## src/rtl/vga_text_pkg.sv

```systemverilog
// Shared text-mode constants: cursor modes and default widths used by video memory and the pixel stage.
package vga_text_pkg;

  typedef logic [1:0] cursor_mode_t;

  localparam cursor_mode_t CURSOR_OFF       = 2'd0;
  localparam cursor_mode_t CURSOR_BLOCK     = 2'd1;
  localparam cursor_mode_t CURSOR_BLINK     = 2'd2;
  localparam cursor_mode_t CURSOR_UNDERLINE = 2'd3;

  localparam int COLOR_BITS_DEF = 3;
  localparam int CHAR_WIDTH_DEF = 8;
  localparam int COL_BITS_DEF   = 7;
  localparam int ROW_BITS_DEF   = 6;

endpackage

```

## src/rtl/blink_divider.sv

```systemverilog
// Frame-counted blink divider: toggles phase every BLINK_FRAMES frame_start pulses.
module blink_divider #(
  parameter int BLINK_FRAMES = 24
) (
  input  logic clk,
  input  logic rst_n,
  input  logic frame_start,
  output logic phase
);

  localparam int CNT_W = (BLINK_FRAMES > 1) ? $clog2(BLINK_FRAMES) : 1;
  localparam logic [CNT_W-1:0] LAST = CNT_W'(BLINK_FRAMES - 1);

  logic [CNT_W-1:0] count_q, count_d;
  logic             phase_q, phase_d;

  always_comb begin
    count_d = count_q;
    phase_d = phase_q;
    if (frame_start) begin
      if (count_q == LAST) begin
        count_d = '0;
        phase_d = ~phase_q;
      end else begin
        count_d = count_q + 1'b1;
      end
    end
  end

  always_ff @(posedge clk or negedge rst_n) begin
    if (!rst_n) begin
      count_q <= '0;
      phase_q <= 1'b1;
    end else begin
      count_q <= count_d;
      phase_q <= phase_d;
    end
  end

  assign phase = phase_q;

endmodule

```

## src/rtl/text_pixel_pipeline.sv

```systemverilog
// Text-mode pixel output stage: captures one cell row on load and serialises it to the DAC.
// Hardware cursor overlay is built only when TEXT_CURSOR_EN is defined.
module text_pixel_pipeline
  import vga_text_pkg::*;
#(
  parameter int CHAR_WIDTH     = CHAR_WIDTH_DEF,
  parameter int CHAR_LINE_BITS = 4,
  parameter int COLOR_BITS     = COLOR_BITS_DEF,
  parameter int COL_BITS       = COL_BITS_DEF,
  parameter int ROW_BITS       = ROW_BITS_DEF,
  parameter int BLINK_FRAMES   = 24,
  parameter int CURSOR_LINE    = 14,
  parameter int MSB_FIRST      = 0
) (
  input  logic                      clk,
  input  logic                      reset_button,
  input  logic                      load,
  input  logic [CHAR_WIDTH-1:0]     row_pixels,
  input  logic [COLOR_BITS-1:0]     foreground,
  input  logic [COLOR_BITS-1:0]     background,
  input  logic                      blink,
  input  logic                      invert,
  input  logic [COL_BITS-1:0]       cell_x,
  input  logic [ROW_BITS-1:0]       cell_y,
  input  logic [CHAR_LINE_BITS-1:0] cell_line,
  input  logic                      drawing,
  input  logic                      frame_start,
  input  logic [COL_BITS-1:0]       cursor_x,
  input  logic [ROW_BITS-1:0]       cursor_y,
  input  logic [1:0]                cursor_mode,
  output logic [COLOR_BITS-1:0]     dac,
  output logic                      blink_phase
);

  localparam int PIX_W = $clog2(CHAR_WIDTH);
  localparam logic [PIX_W-1:0] P_LAST = PIX_W'(CHAR_WIDTH - 1);

  logic [1:0]            rst_sync_q, rst_sync_d;
  logic                  rst_n;
  logic [CHAR_WIDTH-1:0] pix_q, pix_d;
  logic [COLOR_BITS-1:0] fg_q, fg_d, bg_q, bg_d;
  logic                  blink_q, blink_d, invert_q, invert_d;
  logic [PIX_W-1:0]      p_q, p_d;
  logic [COLOR_BITS-1:0] colour_q, colour_d;
  logic                  drawing_dly_q, drawing_dly_d;
  logic                  glyph;
  logic                  cursor_flip;

  // Reset asserts immediately but releases two clocks after the button goes high.
  assign rst_sync_d = {rst_sync_q[0], 1'b1};
  always_ff @(posedge clk or negedge reset_button) begin
    if (!reset_button) rst_sync_q <= '0;
    else               rst_sync_q <= rst_sync_d;
  end
  assign rst_n = rst_sync_q[1];

  blink_divider #(.BLINK_FRAMES(BLINK_FRAMES)) u_blink (
    .clk         (clk),
    .rst_n       (rst_n),
    .frame_start (frame_start),
    .phase       (blink_phase)
  );

  always_comb begin
    pix_d    = pix_q;
    fg_d     = fg_q;
    bg_d     = bg_q;
    blink_d  = blink_q;
    invert_d = invert_q;
    p_d      = p_q;
    if (load) begin
      for (int i = 0; i < CHAR_WIDTH; i++)
        pix_d[i] = (MSB_FIRST != 0) ? row_pixels[CHAR_WIDTH-1-i] : row_pixels[i];
      fg_d     = foreground;
      bg_d     = background;
      blink_d  = blink;
      invert_d = invert;
      p_d      = '0;
    end else if (p_q != P_LAST) begin
      p_d = p_q + 1'b1;
    end
  end

`ifdef TEXT_CURSOR_EN
  logic         cursor_hit_q, cursor_hit_d;
  cursor_mode_t cursor_mode_q, cursor_mode_d;
  logic         line_hit_q, line_hit_d;

  always_comb begin
    cursor_hit_d  = cursor_hit_q;
    cursor_mode_d = cursor_mode_q;
    line_hit_d    = line_hit_q;
    if (load) begin
      cursor_hit_d  = (cell_x == cursor_x) && (cell_y == cursor_y);
      cursor_mode_d = cursor_mode;
      line_hit_d    = (cell_line == CHAR_LINE_BITS'(CURSOR_LINE));
    end
    cursor_flip = 1'b0;
    if (cursor_hit_q) begin
      case (cursor_mode_q)
        CURSOR_BLOCK:     cursor_flip = 1'b1;
        CURSOR_BLINK:     cursor_flip = blink_phase;
        CURSOR_UNDERLINE: cursor_flip = line_hit_q;
        default:          cursor_flip = 1'b0;
      endcase
    end
  end

  always_ff @(posedge clk or negedge rst_n) begin
    if (!rst_n) begin
      cursor_hit_q  <= 1'b0;
      cursor_mode_q <= CURSOR_OFF;
      line_hit_q    <= 1'b0;
    end else begin
      cursor_hit_q  <= cursor_hit_d;
      cursor_mode_q <= cursor_mode_d;
      line_hit_q    <= line_hit_d;
    end
  end
`else
  logic unused_cursor;
  assign unused_cursor = ^{cell_x, cell_y, cell_line, cursor_x, cursor_y, cursor_mode};
  assign cursor_flip   = 1'b0;
`endif

  always_comb begin
    glyph = pix_q[p_q] ^ invert_q;
    if (blink_q && !blink_phase) glyph = 1'b0;
    colour_d      = (glyph ^ cursor_flip) ? fg_q : bg_q;
    drawing_dly_d = drawing;
  end

  always_ff @(posedge clk or negedge rst_n) begin
    if (!rst_n) begin
      pix_q         <= '0;
      fg_q          <= '0;
      bg_q          <= '0;
      blink_q       <= 1'b0;
      invert_q      <= 1'b0;
      p_q           <= P_LAST;
      colour_q      <= '0;
      drawing_dly_q <= 1'b0;
    end else begin
      pix_q         <= pix_d;
      fg_q          <= fg_d;
      bg_q          <= bg_d;
      blink_q       <= blink_d;
      invert_q      <= invert_d;
      p_q           <= p_d;
      colour_q      <= colour_d;
      drawing_dly_q <= drawing_dly_d;
    end
  end

  // Active-video gate sits after the colour register so it carries one cycle of delay.
  assign dac = drawing_dly_q ? colour_q : '0;

endmodule

```

## config.mk

```make
export PLATFORM = sky130hd
export DESIGN_NAME = text_pixel_pipeline
export DESIGN_NICKNAME = d
export VERILOG_FILES = /design/src/rtl/vga_text_pkg.sv /design/src/rtl/blink_divider.sv /design/src/rtl/text_pixel_pipeline.sv
export SDC_FILE = /design/constraint.sdc
export NUM_CORES = 1
export LEC_CHECK = 0
export CORE_MARGIN = 4
export CORE_UTILIZATION = 30
export DETAILED_ROUTE_END_ITERATION = 7
export PLACE_DENSITY = 0.7
export SLEW_MARGIN = 15
export SYNTH_ARGS = -nofsm -noshare
export SYNTH_HDL_FRONTEND = slang
export SYNTH_SLANG_ARGS = --single-unit
```

## constraint.sdc

```tcl
create_clock -name clk -period 1 [get_ports clk]
set_input_delay 0.2 -clock clk [delete_from_list [all_inputs] [get_ports clk]]
set_output_delay 0.2 -clock clk [all_outputs]
set_load 0.05 [all_outputs]
```

==> impl_results.md <==
- Status: complete, but fails checks
- Failing checks: setup timing
- Post-synthesis register bit count: 31
- Post-DRT Antenna Nets: 0
- Fillers: 361
- Final hold viol count: 0
- Pwr dens: 1890 nW/um^2
- WP data arrival: 2.07 ns
- Synth Instances: 93
- CTS sink cnt: 31
- P&R area growth vs syn: 54.7%
- Core Rows: 23
- FMAX: 0.525 GHz
- Worst Hold Class: in2async
- Vias in the first global route: 987
- Routed wire length per instance: 14.8 um
- CTS clock-pin slew for the worst setup and hold paths: 0.07 ns
- Worst setup EP type: flop
- Number of max-cap violations: 0
- Top Ports: 57
- CTS tree: built
- Root Driver: clkbuf_8
- Iteration-0 DRC Markers: 47
- Initial core utilization: 0.319
- GRT Total Usage: 0.110
- Total nets after synthesis: 149
- Vias/cell: 4.66
- Diodes inserted: 0
- Post-DP HPWL: 1800 um
- Design Area, Final: 2030 um^2
- IO Port Bufs: 24
- Period minus WS final: 1.90 ns
- Seq/Total Area, Yosys: 0.595
- Max-slew violation count: 0
- Final Util: 0.493
- Pre-CTS setup slack: -0.875 ns
- Drt pass-1 iters: 4
- Synthesized area per cell: 14.1 um^2
- Wire length of the first global-routing pass: 4370 um
- Number of antenna violations at the first check in global routing: 0
- Nets@finish: 197
- Warnings, synthesis: 0
- CP Class: reg2reg
- # DRC: 0
- Worst VDD drop: 0.885 mV
- Yosys cell types: 24
- Fin worst setup slack: -0.905 ns
- CP startpoint kind: flop
- Mapped Area: 1310 um^2
- Global placement routability congestion: 0.730
- Num CTS Buffers: 5
- Endpoints failing setup: 14
- Vias: 894
- # H-tree levels: 2
- CP max FO: 5
- Layout cells sized above 1: 0.507
- RSZ-0062 raised after global routing: true
- Max clock buf depth: 2
- Die X: 74.1 um
- Overflow after GRT: 0
- Fin Clk Skew: 0.00530 ns
- Core footprint: 4120 um^2
- Critical Path RT: 1.17 ns
- Clock Latency Late Sink: 0.28 ns
- Post-Route WL: 2840 um
- Die ar.: 5490 um^2
- Area after DPL: 1770 um^2
- Largest net degree at the start of global routing: 30
- Final worst path period share: 1.90
- Leak: 0.882 nW
- Die height: 74.1 um
[per-stage QoR]
| stage | setup TNS [ns] | total power [mW] | hold slack [ns] | cells |
|---|---|---|---|---|
| 6_report | -4.88 | 3.84 | 0.0696 | 192 |
| 4_1_cts | -4.75 | 3.75 | 0.0617 | 191 |
| 3_3_place_gp | -9.95 | 2.53 | 0.213 | 175 |
| 5_1_grt | -5.63 | 4.05 | 0.0592 | 192 |
| 3_5_place_dp | -10.64 | 2.59 | 0.223 | 175 |
| 2_1_floorplan | -3.05 | 2.14 | -0.0956 | 93 |
[layout make-up]
type	instances	area, um^2	share of cell area
Multi-Input combinational cell	55	592	0.292
Sequential cell	31	781	0.385
Clock buffer	5	68.8	0.0339
Inverter	4	15.0	0.00740
Timing Repair Buffer	44	494	0.244
Clock inverter	3	15.0	0.00740
Tap cell	50	62.6	0.0308
[worst max-delay path, stage by stage (launching register included)]
cell and delay [ns]:
dfstp_2 0.60, mux2i_1 0.10, mux4_2 0.52, mux2i_4 0.25, mux2_4 0.32
[cell usage after synthesis]
library cell,n,area (um^2)
o31ai_1,1,7.51
mux2i_1,7,70.1
buf_6,1,11.3
dfrtp_1,27,676
nor2_1,4,15.0
nand4_1,1,6.26
and2_1,3,18.8
nand2_1,2,7.51
mux4_2,1,22.5
nand3_1,2,10.0
dfstp_2,4,105
xnor2_1,2,17.5
nand3b_1,1,7.51
clkbuf_1,2,7.51
mux2i_2,1,13.8
o2bb2ai_1,1,8.76
mux2_2,19,214
xor2_1,1,8.76
conb_1,1,3.75
o21ai_0,3,15.0
a21oi_1,1,5.00
ha_1,3,37.5
a21boi_0,1,7.51
inv_1,4,15.0
[final timing paths]
check                               from       endpoint  slack [ns]  cells after the start
max                               p_q[0]    colour_q[1]       -0.90                      4
min                         reset_button  rst_sync_q[0]        0.07                      1
max reg2reg                       p_q[0]    colour_q[1]       -0.90                      4
min reg2reg                rst_sync_q[1]        blink_q        0.21                      1
max in group asynchronous  rst_sync_q[1]         p_q[2]        0.54                      1
min in group clk           rst_sync_q[0]  rst_sync_q[1]        0.35                      0
[what timing repair did]
| action | in CTS | in global routing |
|---|---|---|
| buffers inserted | 8 | 2 |
| pin swaps | 4 | 8 |
| resized for setup | 12 | 11 |
| hold buffers | 0 | 0 |
| endpoints found under the setup margin | 29 | 16 |
| gates cloned | 1 | 0 |
[power breakdown]
group	internal, mW	switching [mW]	leakage, nW
Sequential	1.47	0.129	0.360
Combinational	0.764	0.535	0.474
Clock	0.475	0.469	0.0477
Total	2.71	1.13	0.882
[flip-flops by register name, summed over array words and instances, names as in the netlist, 2 cells and up]
name	count
pix_q	8
bg_q	3
p_q	3
u_blink.count_q	5
rst_sync_q	2
fg_q	3
colour_q	3
[routing by layer]
metal  routed length, um  track usage  part of all wire
met4                  63       0.0543             0.022
met5                   0            0                 0
met3                 185       0.0419             0.065
met2                1490        0.187              0.53
met1                1090        0.120              0.39
[kinds of logic (layout without fill, tap and decap cells)]
group,Yosys count,after routing,share of synthesized area
AND/OR/NAND/NOR,13,13,0.0496
AO/OA/AOI/OAI,7,7,0.0334
other,1,1,0.00286
adder cells (fa/ha/maj),3,3,0.0286
multiplexers,28,28,0.244
flip-flops,31,31,0.595
buffers and inverters,7,56,0.0258
XOR/XNOR,3,3,0.0200
[cells in the final DEF, fill, tap and decap left out]
master	synthesis	routed
a21boi_0	1	1
a21oi_1	1	1
and2_4	0	3
buf_12	0	6
buf_4	0	13
buf_6	1	4
bufbuf_16	0	1
clkbuf_8	0	5
clkdlybuf4s50_1	0	19
clkinv_2	0	3
conb_1	1	1
dfrtp_1	27	27
dfstp_2	4	4
dlygate4sd2_1	0	1
ha_2	0	1
ha_4	0	2
inv_1	4	2
inv_2	0	2
mux2_2	19	16
mux2_4	0	3
mux2i_1	7	7
mux2i_4	0	1
mux4_2	1	1
nand2_1	2	1
nand2_4	0	1
nand3_2	0	1
nand3_4	0	1
nand3b_1	1	1
nand4_1	1	1
nor2_1	4	3
nor2_2	0	1
o21ai_1	0	1
o21ai_2	0	2
o2bb2ai_1	1	1
o31ai_2	0	1
xnor2_1	2	2
xor2_1	1	1
Note: power is estimated with default switching activity, not from simulation.
